`config.mk`:
```
export PLATFORM = sky130hd
export DESIGN_NAME = pwr_boot_seq
export DESIGN_NICKNAME = d
export VERILOG_FILES = /design/src/rtl/pwr_boot_seq.sv
export SDC_FILE = /design/constraint.sdc
export NUM_CORES = 1
export LEC_CHECK = 0
export CORE_UTILIZATION = 45
export DETAILED_ROUTE_END_ITERATION = 16
export PLACE_DENSITY = 0.65
export SYNTH_ARGS = -nofsm -noshare
export SYNTH_HDL_FRONTEND = slang
export SYNTH_SLANG_ARGS = --single-unit
```
`constraint.sdc`:
```
create_clock -name clk_in -period 2 [get_ports clk_in]
set_input_delay 0.4 -clock clk_in [delete_from_list [all_inputs] [get_ports clk_in]]
set_output_delay 0.4 -clock clk_in [all_outputs]
set_load 0.05 [all_outputs]
```
`src/rtl/pwr_boot_seq.sv`:
```
// Power-up and boot sequencer for the TMS320VC5509A: regulator enable, reset hold,
// SPI-EEPROM boot confirmation through chip-select activity, retry with power cycle, fault latch.
module pwr_boot_seq #(
    parameter logic [3:0] BOOTCFG      = 4'b1001,
    parameter int         CNT_W        = 24,
    parameter int         PG_TIMEOUT   = 1_000_000,
    parameter int         RST_HOLD     = 100_000,
    parameter int         BOOT_TIMEOUT = 4_000_000,
    parameter int         QUIET        = 50_000,
    parameter int         OFF_CYCLES   = 500_000,
    parameter int         MAX_RETRY    = 3
) (
    input  logic       clk_in,
    input  logic       rst_in,
    input  logic       pwr_good,
    input  logic       cs,
    output logic       pwr_en,
    output logic       dsp_rst_n,
    output logic [3:0] bootcfg,
    output logic       boot_done,
    output logic       fault,
    output logic [2:0] state
);

    localparam int RETRY_W = (MAX_RETRY > 0) ? $clog2(MAX_RETRY + 1) : 1;

    localparam logic [CNT_W-1:0]   PG_LAST    = CNT_W'(PG_TIMEOUT - 1);
    localparam logic [CNT_W-1:0]   HOLD_LAST  = CNT_W'(RST_HOLD - 1);
    localparam logic [CNT_W-1:0]   BOOT_LAST  = CNT_W'(BOOT_TIMEOUT - 1);
    localparam logic [CNT_W-1:0]   QUIET_LAST = CNT_W'(QUIET - 1);
    localparam logic [CNT_W-1:0]   OFF_LAST   = CNT_W'(OFF_CYCLES - 1);
    localparam logic [RETRY_W-1:0] RETRY_MAX  = RETRY_W'(MAX_RETRY);

    typedef enum logic [2:0] {
        IDLE     = 3'd0,
        EN_PWR   = 3'd1,
        HOLD_RST = 3'd2,
        BOOT     = 3'd3,
        DONE     = 3'd4,
        OFF      = 3'd5,
        FAULT    = 3'd6
    } state_t;

    state_t             state_q, state_d;
    logic [CNT_W-1:0]   cnt_q, cnt_d;
    logic [RETRY_W-1:0] retry_q, retry_d;
    logic               cs_seen_q, cs_seen_d;
    logic               pg_meta_q, pg_s_q;
    logic               cs_meta_q, cs_s_q, cs_prev_q;
    logic               pwr_en_q, pwr_en_d;
    logic               dsp_rst_n_q, dsp_rst_n_d;
    logic [3:0]         bootcfg_q, bootcfg_d;
    logic               boot_done_q, boot_done_d;
    logic               fault_q, fault_d;
    logic               cs_fall, seen_now;

    // Synchronisers reset to the inactive level so a reset never looks like activity.
    always_ff @(posedge clk_in or posedge rst_in) begin
        if (rst_in) begin
            pg_meta_q <= 1'b0;
            pg_s_q    <= 1'b0;
            cs_meta_q <= 1'b1;
            cs_s_q    <= 1'b1;
            cs_prev_q <= 1'b1;
        end else begin
            pg_meta_q <= pwr_good;
            pg_s_q    <= pg_meta_q;
            cs_meta_q <= cs;
            cs_s_q    <= cs_meta_q;
            cs_prev_q <= cs_s_q;
        end
    end

    always_ff @(posedge clk_in or posedge rst_in) begin
        if (rst_in) begin
            state_q     <= IDLE;
            cnt_q       <= '0;
            retry_q     <= '0;
            cs_seen_q   <= 1'b0;
            pwr_en_q    <= 1'b0;
            dsp_rst_n_q <= 1'b0;
            bootcfg_q   <= 4'b0000;
            boot_done_q <= 1'b0;
            fault_q     <= 1'b0;
        end else begin
            state_q     <= state_d;
            cnt_q       <= cnt_d;
            retry_q     <= retry_d;
            cs_seen_q   <= cs_seen_d;
            pwr_en_q    <= pwr_en_d;
            dsp_rst_n_q <= dsp_rst_n_d;
            bootcfg_q   <= bootcfg_d;
            boot_done_q <= boot_done_d;
            fault_q     <= fault_d;
        end
    end

    always_comb begin
        state_d     = state_q;
        cnt_d       = cnt_q;
        retry_d     = retry_q;
        cs_fall     = cs_prev_q & ~cs_s_q;
        // A falling edge on the terminal-count cycle still counts as boot activity.
        seen_now    = cs_seen_q | cs_fall;

        case (state_q)
            IDLE: state_d = EN_PWR;
            EN_PWR: begin
                cnt_d = cnt_q + 1'b1;
                if (pg_s_q)                 state_d = HOLD_RST;
                else if (cnt_q == PG_LAST)  state_d = FAULT;
            end
            HOLD_RST: begin
                cnt_d = cnt_q + 1'b1;
                if (!pg_s_q)                state_d = OFF;
                else if (cnt_q == HOLD_LAST) state_d = BOOT;
            end
            BOOT: begin
                cnt_d = cnt_q + 1'b1;
                if (!pg_s_q)                              state_d = OFF;
                else if (!seen_now && cnt_q == BOOT_LAST) state_d = OFF;
                else if (seen_now && !cs_s_q)             cnt_d   = '0;
                else if (seen_now && cnt_q == QUIET_LAST) state_d = DONE;
            end
            DONE: if (!pg_s_q) state_d = FAULT;
            OFF: begin
                cnt_d = cnt_q + 1'b1;
                if (retry_q == RETRY_MAX) begin
                    state_d = FAULT;
                end else if (cnt_q == OFF_LAST) begin
                    state_d = EN_PWR;
                    retry_d = retry_q + 1'b1;
                end
            end
            FAULT: state_d = FAULT;
            default: state_d = IDLE;
        endcase

        if (state_d != state_q) cnt_d = '0;

        if (state_d == BOOT && state_q != BOOT) cs_seen_d = 1'b0;
        else if (cs_fall)                       cs_seen_d = 1'b1;
        else                                    cs_seen_d = cs_seen_q;

        pwr_en_d    = (state_d == EN_PWR) || (state_d == HOLD_RST) ||
                      (state_d == BOOT)   || (state_d == DONE);
        dsp_rst_n_d = (state_d == BOOT) || (state_d == DONE);
        // Unpowered DSP pins are driven low so they are not back-powered.
        bootcfg_d   = pwr_en_d ? BOOTCFG : 4'b0000;
        boot_done_d = (state_d == DONE);
        fault_d     = (state_d == FAULT);
    end

    assign pwr_en    = pwr_en_q;
    assign dsp_rst_n = dsp_rst_n_q;
    assign bootcfg   = bootcfg_q;
    assign boot_done = boot_done_q;
    assign fault     = fault_q;
    assign state     = state_q;

endmodule

```
# Yosys cells after proc, flatten, opt, wreduce, memory -nomap -nowiden
# Index checks and enable logic that the tools add are counted.
[op_classes] n_addsub=2 n_eq_ne=19 muxes=20 n_bitwise=4 n_reduce_logical=15
[op_table] op="$mux W24" n=4
[op_table] op="$pmux W24 S2" n=1
[op_table] op="$mux W3" n=11
[op_table] op="$add A24 B1 Y24 const B" n=1
[op_table] op="$eq A24 B16 Y1 const B" n=1
[op_table] op="$eq A24 B17 Y1 const B" n=1
[op_table] op="$eq A24 B19 Y1 const B" n=1
[op_table] op="$eq A24 B20 Y1 const B" n=1
[op_table] op="$eq A24 B22 Y1 const B" n=1
[op_table] op="$pmux W3 S7" n=1
[op_table] op="$eq A3 B3 Y1 const B" n=5
[op_table] op="$eq A3 B2 Y1 const B" n=4
[op_table] op="$eq A3 B1 Y1 const B" n=2
[op_table] op="$logic_and A1 B1 Y1" n=4
[op_table] op="$logic_or A1 B1 Y1" n=4
[op_table] op="$mux W4" n=1
[op_table] op="$logic_not A3 Y1" n=1
[op_table] op="$ne A3 B2 Y1 const B" n=1
[op_table] op="$ne A3 B3 Y1" n=1
[op_table] op="$reduce_and A3 Y1" n=1
[op_table] op="$reduce_bool A3 Y1" n=1
[op_table] op="$reduce_or A3 Y1" n=1
[op_table] op="$add A2 B1 Y2 const B" n=1
[op_table] op="$eq A2 B2 Y1 const B" n=1
[op_table] op="6 further kinds" n=9
[totals] register_bits=43 output_inout_bits=11 elab_cells=74

# Longest topological paths before layout
# Gate-level depths: netlist of run 1.
[depth] depth_word=14 mapped_depth=9 mapped_depth_nobuf=8

# Least setup slack after synthesis of run 1
# No wires, ideal clock.
[synth_path] path_kind="flip-flop to flip-flop" start="register state_q[1] (netlist: state[1])" end="register cnt_q[6]" setup_time_ns=0.143 t_arrival_ns=1.997 required_time_ns=1.857 slack_ns=-0.140 stages_incl_launch_ff=6 n_path_buf=2 period_less_slack_ns=2.140 path_cell_list="dfrtp_1 -> buf_2 -> nand2b_1 -> nor4_1 -> clkbuf_1 -> nor3_1"
[synth_between] elab_chain_cells=7 word_cells_on_any_way=24 cone_classes="eq/ne: 7; mux: 14; reduce/logical: 3"
[synth_lines] item="start, declared" line="44" rtl="state_t state_q, state_d;"
[synth_lines] item="start signal, assigned" line="86" rtl="state_q <= state_d;"
[synth_lines] item="$mux W3" line="123" rtl="else if (seen_now && cnt_q == QUIET_LAST) state_d = DONE;"
[synth_lines] item="$mux W3" line="122" rtl="else if (seen_now && !cs_s_q) cnt_d = '0;"
[synth_lines] item="$mux W3" line="121" rtl="else if (!seen_now && cnt_q == BOOT_LAST) state_d = OFF;"
[synth_lines] item="$mux W3" line="120" rtl="if (!pg_s_q) state_d = OFF;"
[synth_lines] item="$pmux W3 S7" line="106" rtl="case (state_q)"
[synth_lines] item="$ne A3 B3 Y1" line="139" rtl="if (state_d != state_q) cnt_d = '0;"
[synth_lines] item="$reduce_bool A3 Y1 (no source line) / $mux W24 (equally long branches)"
[synth_lines] item="end signal, assigned" line="87" rtl="cnt_q <= cnt_d;"
[synth_lines] item="end, declared" line="45" rtl="logic [CNT_W-1:0] cnt_q, cnt_d;"
# Parallel ways exist; a longest one is shown, timed or not.
# A chain may end at the register's enable or synchronous reset.

# Final worst setup path of run 1
[layout_path] start="register cnt_q[4]" end="register retry_q[1]"
[layout_between] elab_chain_cells=2
[layout_lines] item="$eq A24 B19 Y1" line="130" rtl="end else if (cnt_q == OFF_LAST) begin"
[layout_lines] item="$reduce_and A3 Y1 (no source line)"
[layout_lines] item="end signal, assigned" line="88" rtl="retry_q <= retry_d;"
[layout_lines] item="end, declared" line="46" rtl="logic [RETRY_W-1:0] retry_q, retry_d;"
# No other way between the ends.

==> results of run 1 <==
==> per-stage QoR <==
step	instances	cell area (sq um)
final	346	3130
after global routing	346	3130
after CTS	343	3040
after floorplan	231	2490
after global placement	334	2900
after detailed placement	334	2900
==> power breakdown <==
part | internal [mW] | leakage, nW | switching, mW | total, mW
sequential | 0.895 | 0.508 | 0.154 | 1.05
combinational | 0.817 | 0.802 | 1.07 | 1.89
clock | 0.315 | 0.0515 | 0.268 | 0.583
total | 2.03 | 1.36 | 1.50 | 3.52
==> synth_stat cells, drive strengths merged (7+ instances only) <==
cell type / count
nand2: 13
nor2: 13
nand3: 8
and3: 7
dfrtp: 36
buf: 15
nand4: 13
nor4: 7
xnor2: 7
nor3: 26
xor2: 17
==> layer usage <==
layer	global-route usage (%)	vias to the layer above	wire length, microns
met1	27.4	974	2530
met4	7.50	0	131
met2	33.0	31	2730
met5	0	-	0
li1	-	917	-
met3	3.83	10	150
==> registers in the layout, summed over array words and instances, names as in the netlist <==
register	cells
cnt_q	24
state	3
retry_q	2
boot_done	1
bootcfg	1
cs_meta_q	1
cs_prev_q	1
cs_s_q	1
cs_seen_q	1
dsp_rst_n	1
fault	1
pg_meta_q	1
pg_s_q	1
==> final timing paths <==
| kind | startpoint | to | cells after the start |
|---|---|---|---|
| max in group asynchronous | rst_in | cnt_q[15] | 3 |
| min in group asynchronous | rst_in | retry_q[0] | 3 |
| setup / recovery | cnt_q[4] | retry_q[1] | 4 |
| hold reg to reg | pg_meta_q | pg_s_q | 0 |
| setup reg to reg | cnt_q[4] | retry_q[1] | 4 |
| hold / removal | pg_meta_q | pg_s_q | 0 |
==> timing repair <==
| item | CTS | global route |
|---|---|---|
| pin swaps | 3 | 13 |
| hold buffers | 0 | 0 |
| setup endpoints to repair | 29 | 31 |
| resized for setup | 6 | 15 |
| endpoints found under the hold margin | 0 | 0 |
| setup buffers | 1 | 3 |
==> worst register-to-register path: stages, from the launching register on <==
cell and delay [ns]:
sky130_fd_sc_hd__dfrtp_1 0.47, sky130_fd_sc_hd__nor3b_1 0.31, sky130_fd_sc_hd__nand4_2 0.21, sky130_fd_sc_hd__or4_4 0.60, sky130_fd_sc_hd__mux2_2 0.28
==> cell families (layout without fill, tap and decap cells) <==
logic type | after synthesis | count (layout) | share of synthesized area [%]
compound gates | 24 | 24 | 8.83
xor+xnor | 24 | 24 | 8.48
fa+ha+maj | 2 | 2 | 1.01
buf+inv | 21 | 66 | 4.95
flops | 39 | 39 | 39.5
mux | 4 | 4 | 1.87
other cells | 1 | 2 | 0.151
simple gates | 115 | 115 | 35.2
==> layout by cell type (no fill, tap or decap), types with 3 or more instances in the layout <==
cell                              instances
sky130_fd_sc_hd__nor3_2                  19
sky130_fd_sc_hd__and4b_1                  3
sky130_fd_sc_hd__nand3_1                  7
sky130_fd_sc_hd__xor2_1                  17
sky130_fd_sc_hd__o21ai_2                  3
sky130_fd_sc_hd__clkdlybuf4s50_1          9
sky130_fd_sc_hd__nor3_1                   7
sky130_fd_sc_hd__and3_1                   3
sky130_fd_sc_hd__nand2_1                 11
sky130_fd_sc_hd__nor2_1                  12
sky130_fd_sc_hd__dfstp_2                  3
sky130_fd_sc_hd__buf_12                   3
sky130_fd_sc_hd__dfrtp_1                 30
sky130_fd_sc_hd__xnor2_1                  7
sky130_fd_sc_hd__nand4_1                 11
sky130_fd_sc_hd__nor2b_1                  3
sky130_fd_sc_hd__a211oi_2                 3
sky130_fd_sc_hd__clkbuf_8                 7
sky130_fd_sc_hd__nor4_4                   5
sky130_fd_sc_hd__dfrtp_2                  6
sky130_fd_sc_hd__inv_1                    4
sky130_fd_sc_hd__nand2b_4                 3
sky130_fd_sc_hd__buf_4                   41
==> cell type report <==
class | instances | area, sq um | area share (%)
tap | 70 | 87.6 | 2.80
clock buffer | 8 | 100 | 3.20
inverter | 5 | 18.8 | 0.600
sequential | 39 | 987 | 31.6
timing repair buffer | 53 | 458 | 14.6
multi-input combinational | 171 | 1480 | 47.2
==> metrics.txt, run 1 <==
# TYPE chip_impl_metric gauge
chip_impl_info{name="cp_top_family",value="simple AND/OR/NAND/NOR gates"} 1
chip_impl_info{name="post-synth-top-area-cell",value="sky130_fd_sc_hd__dfrtp_1"} 1
chip_impl_metric{name="route.final.wire_length",unit="mm"} 5.55
chip_impl_metric{name="dieArea",unit="sq um"} 5810
chip_impl_metric{name="postSynthCellCount",unit=""} 230
chip_impl_metric{name="setup_total_negative_slack",unit="ns"} 0
chip_impl_info{name="unrepaired_setup_endpoints_after_global_routing",value="true"} 1
chip_impl_metric{name="fin_util",unit="%"} 60.1
chip_impl_info{name="synth_ff_type",value="sky130_fd_sc_hd__dfrtp_1"} 1
chip_impl_info{name="critical-path-slowest-cell",value="sky130_fd_sc_hd__or4_4"} 1
chip_impl_info{name="crit_path_start_kind",value="flip-flop"} 1
chip_impl_metric{name="net_count_reported_at_finish",unit=""} 281
chip_impl_metric{name="globalRouteOverflowTotal",unit=""} 0
chip_impl_info{name="critPathKind",value="flip-flop to flip-flop"} 1
chip_impl_metric{name="first_global_vias",unit=""} 1833
chip_impl_info{name="synth_area_leaders",value="sky130_fd_sc_hd__dfrtp_1 36%, sky130_fd_sc_hd__nor3_2 6.9%, sky130_fd_sc_hd__xor2_1 6.0%"} 1
chip_impl_metric{name="grt_pass1_wl",unit="mm"} 9.29
chip_impl_metric{name="place_hpwl",unit="mm"} 4.00
chip_impl_metric{name="design_power_total",unit="mW"} 3.52
chip_impl_metric{name="detailedRoute.firstIterationViolations",unit=""} 76
chip_impl_metric{name="synth.distinct_cells",unit=""} 65
chip_impl_metric{name="clock_latency",unit="ns"} 0.29
chip_impl_metric{name="clk_pin_slew",unit="ns"} 0.07
chip_impl_metric{name="largest_net_degree_at_the_start_of_global_routing",unit=""} 40
chip_impl_metric{name="core",unit="sq um"} 5200
chip_impl_info{name="cts_tree",value="done"} 1
chip_impl_info{name="ctsRootBufferMaster",value="sky130_fd_sc_hd__clkbuf_8"} 1
chip_impl_metric{name="finalWorstSetupSlack",unit="ns"} 0.00515
chip_impl_info{name="hold_class",value="flip-flop to flip-flop"} 1
chip_impl_metric{name="number_of_flops_mapped_to_enable_cells_by_yosys",unit=""} 0
chip_impl_metric{name="power.density",unit="nW/um^2"} 1130
chip_impl_metric{name="crit_arrival",unit="ns"} 2.17
chip_impl_metric{name="syn-mean-instance-area",unit="sq um"} 10.8
chip_impl_metric{name="initial_core_util",unit="%"} 47.6
chip_impl_metric{name="placementRows",unit=""} 26
chip_impl_metric{name="drc",unit=""} 0
chip_impl_metric{name="avgViaCountPerCell",unit=""} 5.58
chip_impl_metric{name="grt.total_usage",unit="%"} 20.5
chip_impl_metric{name="area_growth_syn_to_layout",unit="%"} 26.2
chip_impl_metric{name="timing.critical_path.buf_inv",unit=""} 0
chip_impl_metric{name="drv_slew",unit=""} 0
chip_impl_metric{name="async_flop_share",unit="%"} 100
chip_impl_metric{name="cts_buffer_depth",unit=""} 2
chip_impl_metric{name="antenna_left",unit=""} 0
chip_impl_metric{name="slew_headroom",unit="%"} 66.3
chip_impl_info{name="setup.worst_path.end_class",value="flip-flop"} 1
chip_impl_metric{name="die_h",unit="microns"} 76.2
chip_impl_metric{name="antennaDiodeCount",unit=""} 0
chip_impl_metric{name="floorplan.io_pins",unit=""} 15
chip_impl_metric{name="gp_congestion",unit=""} 0.909
chip_impl_metric{name="setup_slack_on_the_worst_flop_to_flop_path",unit="ns"} 0.005
chip_impl_metric{name="synth-warning-count",unit=""} 0
chip_impl_info{name="status",value="finished, final reports clean"} 1
chip_impl_metric{name="numPortBuffers",unit=""} 12
chip_impl_metric{name="worst_path_largest_cell_delay",unit="ns"} 0.60
chip_impl_metric{name="yosys_register_bits",unit=""} 39
chip_impl_metric{name="dp_worst_setup_slack",unit="ns"} -0.117
chip_impl_metric{name="pre_repair_dr_iteration_count",unit=""} 4
chip_impl_metric{name="critical_path_peak_fanout",unit=""} 5
chip_impl_metric{name="report.final.hold_viol_count",unit=""} 0
chip_impl_metric{name="timing.final.crit_period",unit="ns"} 1.99
chip_impl_metric{name="final_layout_size_suffix_gt1_share",unit="%"} 43.8
chip_impl_metric{name="critPathRequiredTime",unit="ns"} 2.18
chip_impl_metric{name="skew",unit="ns"} 0.00503
chip_impl_metric{name="die_width",unit="microns"} 76.2
chip_impl_metric{name="synth_area",unit="sq um"} 2480
chip_impl_metric{name="post_drt_wl_per_cell",unit="microns"} 16.0
chip_impl_metric{name="cts.htree.levels",unit=""} 2
chip_impl_metric{name="cts_sinks",unit=""} 39
chip_impl_metric{name="number_of_setup_violations_in_the_final_report",unit=""} 0
chip_impl_metric{name="yosysSeqAreaShare",unit="%"} 39.5
chip_impl_metric{name="number_of_antenna_violations_at_the_first_check_in_global_routing",unit=""} 0
chip_impl_metric{name="max_freq",unit="MHz"} 501
chip_impl_metric{name="cts_made_buffers",unit=""} 5
chip_impl_metric{name="maxCapViolations",unit=""} 0
chip_impl_metric{name="num_vias",unit=""} 1932
chip_impl_metric{name="hold-worst-slack",unit="ns"} 0.350
chip_impl_metric{name="post-route-period-util",unit="%"} 99.7
chip_impl_metric{name="tightestPinTransition",unit="ns"} 0.505
chip_impl_metric{name="n_fill_cell",unit=""} 464
chip_impl_metric{name="cellLeakagePower",unit="nW"} 1.36
chip_impl_metric{name="synth_largest_type_area_fraction",unit="%"} 36.3
chip_impl_info{name="crit_path_cell_trace",value="nor3b_1, nand4_2, or4_4, mux2_2"} 1
chip_impl_metric{name="ir_drop",unit="uV"} 673
(Power assumes the default switching activity.)
==> inputs of run 2 (changes only) <==
Settings changed: PLACE_DENSITY 0.65 to 0.66.
==> metrics.txt, run 2 (synthesis gave the netlist of run 1 again) <==
# TYPE chip_impl_metric gauge
chip_impl_metric{name="crit_arrival",unit="ns"} 2.22
chip_impl_metric{name="cts_hold_buf",unit=""} 0
chip_impl_metric{name="dieArea",unit="sq um"} 5810
chip_impl_metric{name="skew",unit="ns"} 0.00469
chip_impl_metric{name="fin_area",unit="sq um"} 3210
chip_impl_metric{name="place_hpwl",unit="mm"} 4.09
chip_impl_info{name="layout_commonest_cell",value="sky130_fd_sc_hd__buf_4"} 1
chip_impl_metric{name="clock_latency",unit="ns"} 0.29
chip_impl_metric{name="globalRouteOverflowTotal",unit=""} 0
chip_impl_info{name="hold_class",value="flip-flop to flip-flop"} 1
chip_impl_metric{name="route.final.wire_length",unit="mm"} 5.69
chip_impl_metric{name="die_h",unit="microns"} 76.2
chip_impl_metric{name="tightestPinTransition",unit="ns"} 0.631
chip_impl_metric{name="clk_pin_slew",unit="ns"} 0.07
chip_impl_info{name="mostFrequentLayoutCells",value="42 x sky130_fd_sc_hd__buf_4, 31 x sky130_fd_sc_hd__dfrtp_1, 19 x sky130_fd_sc_hd__nor3_2"} 1
chip_impl_metric{name="core",unit="sq um"} 5200
chip_impl_metric{name="cts_buffer_depth",unit=""} 2
chip_impl_metric{name="numPortBuffers",unit=""} 12
chip_impl_info{name="setup.worst_path.end_class",value="flip-flop"} 1
chip_impl_metric{name="antenna_left",unit=""} 0
chip_impl_info{name="status",value="finished with violations"} 1
chip_impl_metric{name="largest_reg_flops",unit=""} 24
chip_impl_metric{name="net_count_reported_at_finish",unit=""} 288
chip_impl_metric{name="maxCapViolations",unit=""} 0
chip_impl_metric{name="cts_made_buffers",unit=""} 5
chip_impl_info{name="ctsRootBufferMaster",value="sky130_fd_sc_hd__clkbuf_8"} 1
chip_impl_metric{name="met3WireLength",unit="microns"} 211
chip_impl_metric{name="drv_slew",unit=""} 0
chip_impl_info{name="cts_tree",value="done"} 1
chip_impl_metric{name="critical_path_peak_fanout",unit=""} 6
chip_impl_info{name="unrepaired_setup_endpoints_after_global_routing",value="true"} 1
chip_impl_metric{name="slew_headroom",unit="%"} 57.9
chip_impl_metric{name="finalWorstSetupSlack",unit="ns"} -0.0444
chip_impl_metric{name="grt_pass1_wl",unit="mm"} 9.29
chip_impl_info{name="largest_register",value="cnt_q"} 1
chip_impl_metric{name="number_of_antenna_violations_at_the_first_check_in_global_routing",unit=""} 0
chip_impl_metric{name="num_vias",unit=""} 1960
chip_impl_metric{name="floorplan.io_pins",unit=""} 15
chip_impl_metric{name="power.density",unit="nW/um^2"} 1140
chip_impl_info{name="failed_checks",value="setup timing"} 1
chip_impl_metric{name="dpl_cell_area",unit="sq um"} 2950
chip_impl_metric{name="timing.final.crit_period",unit="ns"} 2.04
chip_impl_metric{name="cts_sinks",unit=""} 39
chip_impl_metric{name="detailedRoute.firstIterationViolations",unit=""} 91
chip_impl_metric{name="pre_repair_dr_iteration_count",unit=""} 4
chip_impl_metric{name="report.final.hold_viol_count",unit=""} 0
chip_impl_info{name="highest_layer_used_for_signal_routing",value="met4"} 1
chip_impl_metric{name="design_power_total",unit="mW"} 3.65
chip_impl_metric{name="post-route-period-util",unit="%"} 102
chip_impl_metric{name="first_global_vias",unit=""} 1946
chip_impl_metric{name="critPathRequiredTime",unit="ns"} 2.17
chip_impl_metric{name="ir_drop",unit="uV"} 851
chip_impl_metric{name="setup_total_negative_slack",unit="ns"} -0.743
chip_impl_info{name="crit_path_start_kind",value="flip-flop"} 1
chip_impl_metric{name="gp_congestion",unit=""} 0.861
chip_impl_metric{name="avgViaCountPerCell",unit=""} 5.57
chip_impl_metric{name="placementRows",unit=""} 26
chip_impl_metric{name="number_of_setup_violations_in_the_final_report",unit=""} 26
chip_impl_metric{name="area_growth_syn_to_layout",unit="%"} 29.4
chip_impl_metric{name="cts.htree.levels",unit=""} 2
chip_impl_metric{name="drc",unit=""} 0
chip_impl_metric{name="largest_net_degree_at_the_start_of_global_routing",unit=""} 23
chip_impl_metric{name="wl_met2",unit="mm"} 2.74
chip_impl_metric{name="die_width",unit="microns"} 76.2
chip_impl_metric{name="final_layout_size_suffix_gt1_share",unit="%"} 44.3
chip_impl_metric{name="initial_core_util",unit="%"} 47.6
chip_impl_info{name="critPathKind",value="flip-flop to flip-flop"} 1
chip_impl_metric{name="antennaDiodeCount",unit=""} 0
chip_impl_metric{name="max_freq",unit="MHz"} 489
chip_impl_metric{name="met1_routed_length",unit="mm"} 2.60
chip_impl_metric{name="grt.total_usage",unit="%"} 20.4
chip_impl_metric{name="cellLeakagePower",unit="nW"} 1.38
chip_impl_metric{name="post_drt_wl_per_cell",unit="microns"} 16.2
[run 2: path summary, 6_finish.rpt]
path	startpoint	end	slack, ns	cells past startpoint
max	cs_s_q	cnt_q[2]	-0.04	7
min	pg_meta_q	pg_s_q	0.36	0
max reg2reg	cs_s_q	cnt_q[2]	-0.04	7
min reg2reg	pg_meta_q	pg_s_q	0.36	0
max in group asynchronous	rst_in	cnt_q[18]	0.98	3
min in group asynchronous	rst_in	boot_done	0.50	2
[run 2: critical path, stage by stage, from the launching register on]
cell and delay (ns):
sky130_fd_sc_hd__dfstp_2 0.54, sky130_fd_sc_hd__nor4bb_4 0.31, sky130_fd_sc_hd__nand4_1 0.23, sky130_fd_sc_hd__o21ai_2 0.26, sky130_fd_sc_hd__o211ai_1 0.17, sky130_fd_sc_hd__nand4_4 0.19, sky130_fd_sc_hd__buf_6 0.17, sky130_fd_sc_hd__nor3_2 0.05
[run 2: routing by layer]
layer | up-vias | track usage (%)
met5 | - | 0
met4 | 0 | 7.12
met3 | 12 | 3.71
met2 | 44 | 33.4
met1 | 968 | 26.9
li1 | 936 | -
[run 2: timing repair]
item,CTS,global route
pin swaps,7,13
setup endpoints to repair,28,28
cloned,0,2
buffers inserted,2,4
hold endpoints to repair,0,0
resized for setup,8,13
[run 2: cell type report]
class	instances	area, sq um
timing repair buffer	60	564
inverter	5	18.8
multi-input combinational	171	1480
fill	433	2000
clock buffer	7	76.3
sequential	39	986
tap	70	87.6
[run 2: stage by stage]
stage / cells / util (%) / hold WS (ns) / setup slack (ns)
final: 352 / 61.6 / 0.355 / -0.0444
after global routing: 352 / 61.6 / 0.361 / -0.139
after CTS: 346 / 59.1 / 0.359 / -0.0294
after detailed placement: 337 / 56.7 / 0.347 / -0.122
after global placement: 337 / 56.7 / 0.335 / -0.0249
after floorplan: 231 / - / 0.331 / 0.0145
[run 2: report_power, final]
| group | internal [mW] | switching (mW) | total [mW] | leakage (nW) |
|---|---|---|---|---|
| Clock | 0.240 | 0.254 | 0.494 | 0.0383 |
| Combinational | 0.944 | 1.17 | 2.12 | 0.828 |
| Sequential | 0.895 | 0.148 | 1.04 | 0.509 |
==> edit, RTL diff (flow settings as in run 1) <==
Make the reset (`rst_in`) synchronous in 2 clocked blocks.
--- a/src/rtl/pwr_boot_seq.sv
+++ b/src/rtl/pwr_boot_seq.sv
@@ -56,5 +56,5 @@
 
     // Synchronisers reset to the inactive level so a reset never looks like activity.
-    always_ff @(posedge clk_in or posedge rst_in) begin
+    always_ff @(posedge clk_in) begin
         if (rst_in) begin
             pg_meta_q <= 1'b0;
@@ -72,5 +72,5 @@
     end
 
-    always_ff @(posedge clk_in or posedge rst_in) begin
+    always_ff @(posedge clk_in) begin
         if (rst_in) begin
             state_q     <= IDLE;
Behaviour: differs if rst_in is asserted again (counterexample within 4 cycles, from zero or initial values and one cycle with rst_in high); with rst_in held inactive, the same outputs for 10 cycles.
==> edit against run 1 <==
- first-iteration DRC count up 150%
- sequential power down 14%
- sequential cell count unchanged
- total power down 14%
- global-route usage up 6.7 points
- critical path depth up 2
- synthesized area down 14%
- routed wire length up 18%
- the run now ends with negative setup slack left
- count of clock-buffer cells in the layout down 3
- combinational power down 24%
- highest routed layer unchanged
- synthesized cell count up 9.6%
- final area up 1.0%
- setup slack worse by 0.51 ns
- non-clock buffer count up 27
==> edit: results (changes against run 1) <==
grt:
  grt_usage_pct: 27.2  # was 20.5%
  grt_pass1_wl_mm: 10.6  # was 9.29 mm
die:
  fp.dieW_um: 70.8  # was 76.2 um
final_layout:
  drive_gt1_share_pct: 40.4  # was 43.8%
  fillers: 331  # was 464
  nets: 332  # was 281
critical_path:
  max_stage_delay_ns: 0.54  # was 0.60 ns
  worst-path-max-fanout: 4  # was 5
  reg2reg_from: "cnt_q[12]"  # was cnt_q[4]
  worstPathArrival_ns: 2.71  # was 2.17 ns
  critical_path.slowest_cell: "or4_1"  # was or4_4
timing:
  fin_ws_ns: -0.501  # was 0.00515 ns
  setup_viol: 33  # was 0
  worst_pin_slew_ns: 0.811  # was 0.505 ns
  setup-tns-final_ns: -14.33  # was 0 ns
synthesis:
  synth_area_leaders: "dfxtp_1, nor2_1, xor2_1"  # was dfrtp_1, nor3_2, xor2_1
  synthFlopType: "dfxtp_1"  # was dfrtp_1
  synthDistinctLibCells: 58  # was 65
  ys_seq_area_share_pct: 36.7  # was 39.5%
  synth_commonest_cells: "nor2_1, dfxtp_1, nand2_1, nand3_1, xor2_1"  # was dfrtp_1, nor3_2, xor2_1
placed_design:
  gp_congestion: 0.900  # was 0.909
  dpl_worst_slack_ns: -0.556  # was -0.117 ns
  hpwl_mm: 4.14  # was 4.00 mm
outcome:
  failed_checks: "negative setup slack"
  status: "complete, but fails checks"  # was finished clean
detailed_routing:
  drt-initial-drc-count: 188  # was 76
  wl_per_cell_um: 17.2  # was 16.0 um
## edit: layout make-up
| class | instances | area (um^2) | share of cell area [%] |
|---|---|---|---|
| Multi-Input combinational cell | 190 | 1490 | 47.2 |
| Sequential cell | 39 | 793 | 25.1 |
| Timing Repair Buffer | 80 | 659 | 20.9 |
| Clock buffer | 5 | 68.8 | 2.18 |
| Tap cell | 52 | 65.1 | 2.06 |
| Clock inverter | 3 | 43.8 | 1.39 |
| Inverter | 10 | 37.5 | 1.19 |
## edit: kinds of logic after synthesis
kind of cell	synth area share (%)
fa+ha+maj	1.18
mux	0.941
flops	36.7
other cells	0.176
xor+xnor	9.46
buf+inv	6.29
simple gates	32.4
compound gates	12.9
## edit: how the worst max path moves through the flow
stage | startpoint | to | slack, ns | cells after the start
after global placement | cnt_q[12] | cnt_q[13] | -0.50 | 7
final | cnt_q[12] | dsp_rst_n | -0.50 | 6
after floorplan | state[0] | cnt_q[21] | -0.34 | 7
after detailed placement | cnt_q[12] | cnt_q[15] | -0.56 | 7
after global routing | cnt_q[12] | cnt_q[15] | -0.57 | 7
after CTS | cnt_q[12] | cs_seen_q | -0.41 | 7
## edit: power groups by stage
stage	sequential (mW)	clock [mW]	combinational [mW]
after CTS	0.896	0.688	1.37
after global routing	0.916	0.720	1.51
after global placement	0.913	0	1.18
after detailed placement	0.914	0	1.20
final	0.906	0.680	1.44
after floorplan	1.07	0	0.637
## edit: metal layers
| metal | global-route usage (%) | up-vias | share of wire, % |
|---|---|---|---|
| met5 | 0 | - | 0 |
| met4 | 11.1 | 0 | 4.4 |
| met3 | 5.27 | 30 | 5.5 |
| met2 | 43.7 | 78 | 47 |
| met1 | 36.0 | 1049 | 43 |
| li1 | - | 1045 | - |
## edit: repair_timing
| item | in CTS | in global routing |
|---|---|---|
| gates cloned | 3 | 0 |
| setup endpoints to repair | 34 | 34 |
| resized for setup | 17 | 21 |
| pin swaps | 9 | 9 |
| buffers inserted | 1 | 3 |
| hold buffers | 0 | 0 |
## edit: critical path, delay by kind of cell (launching register included)
| family | cells | cell delay, ns |
|---|---|---|
| DFF | 1 | 0.33 |
| and+or+nand+nor | 3 | 1.41 |
| AOI/OAI and AO/OA | 3 | 0.67 |
## edit: through the flow
stage                     cells  util [%]  cell area (um^2)
final                       379      71.1              3160
after global routing        379      71.1              3160
after CTS                   376      68.6              3050
after detailed placement    364      62.6              2780
after global placement      364      62.6              2780
after floorplan             253         -              2200
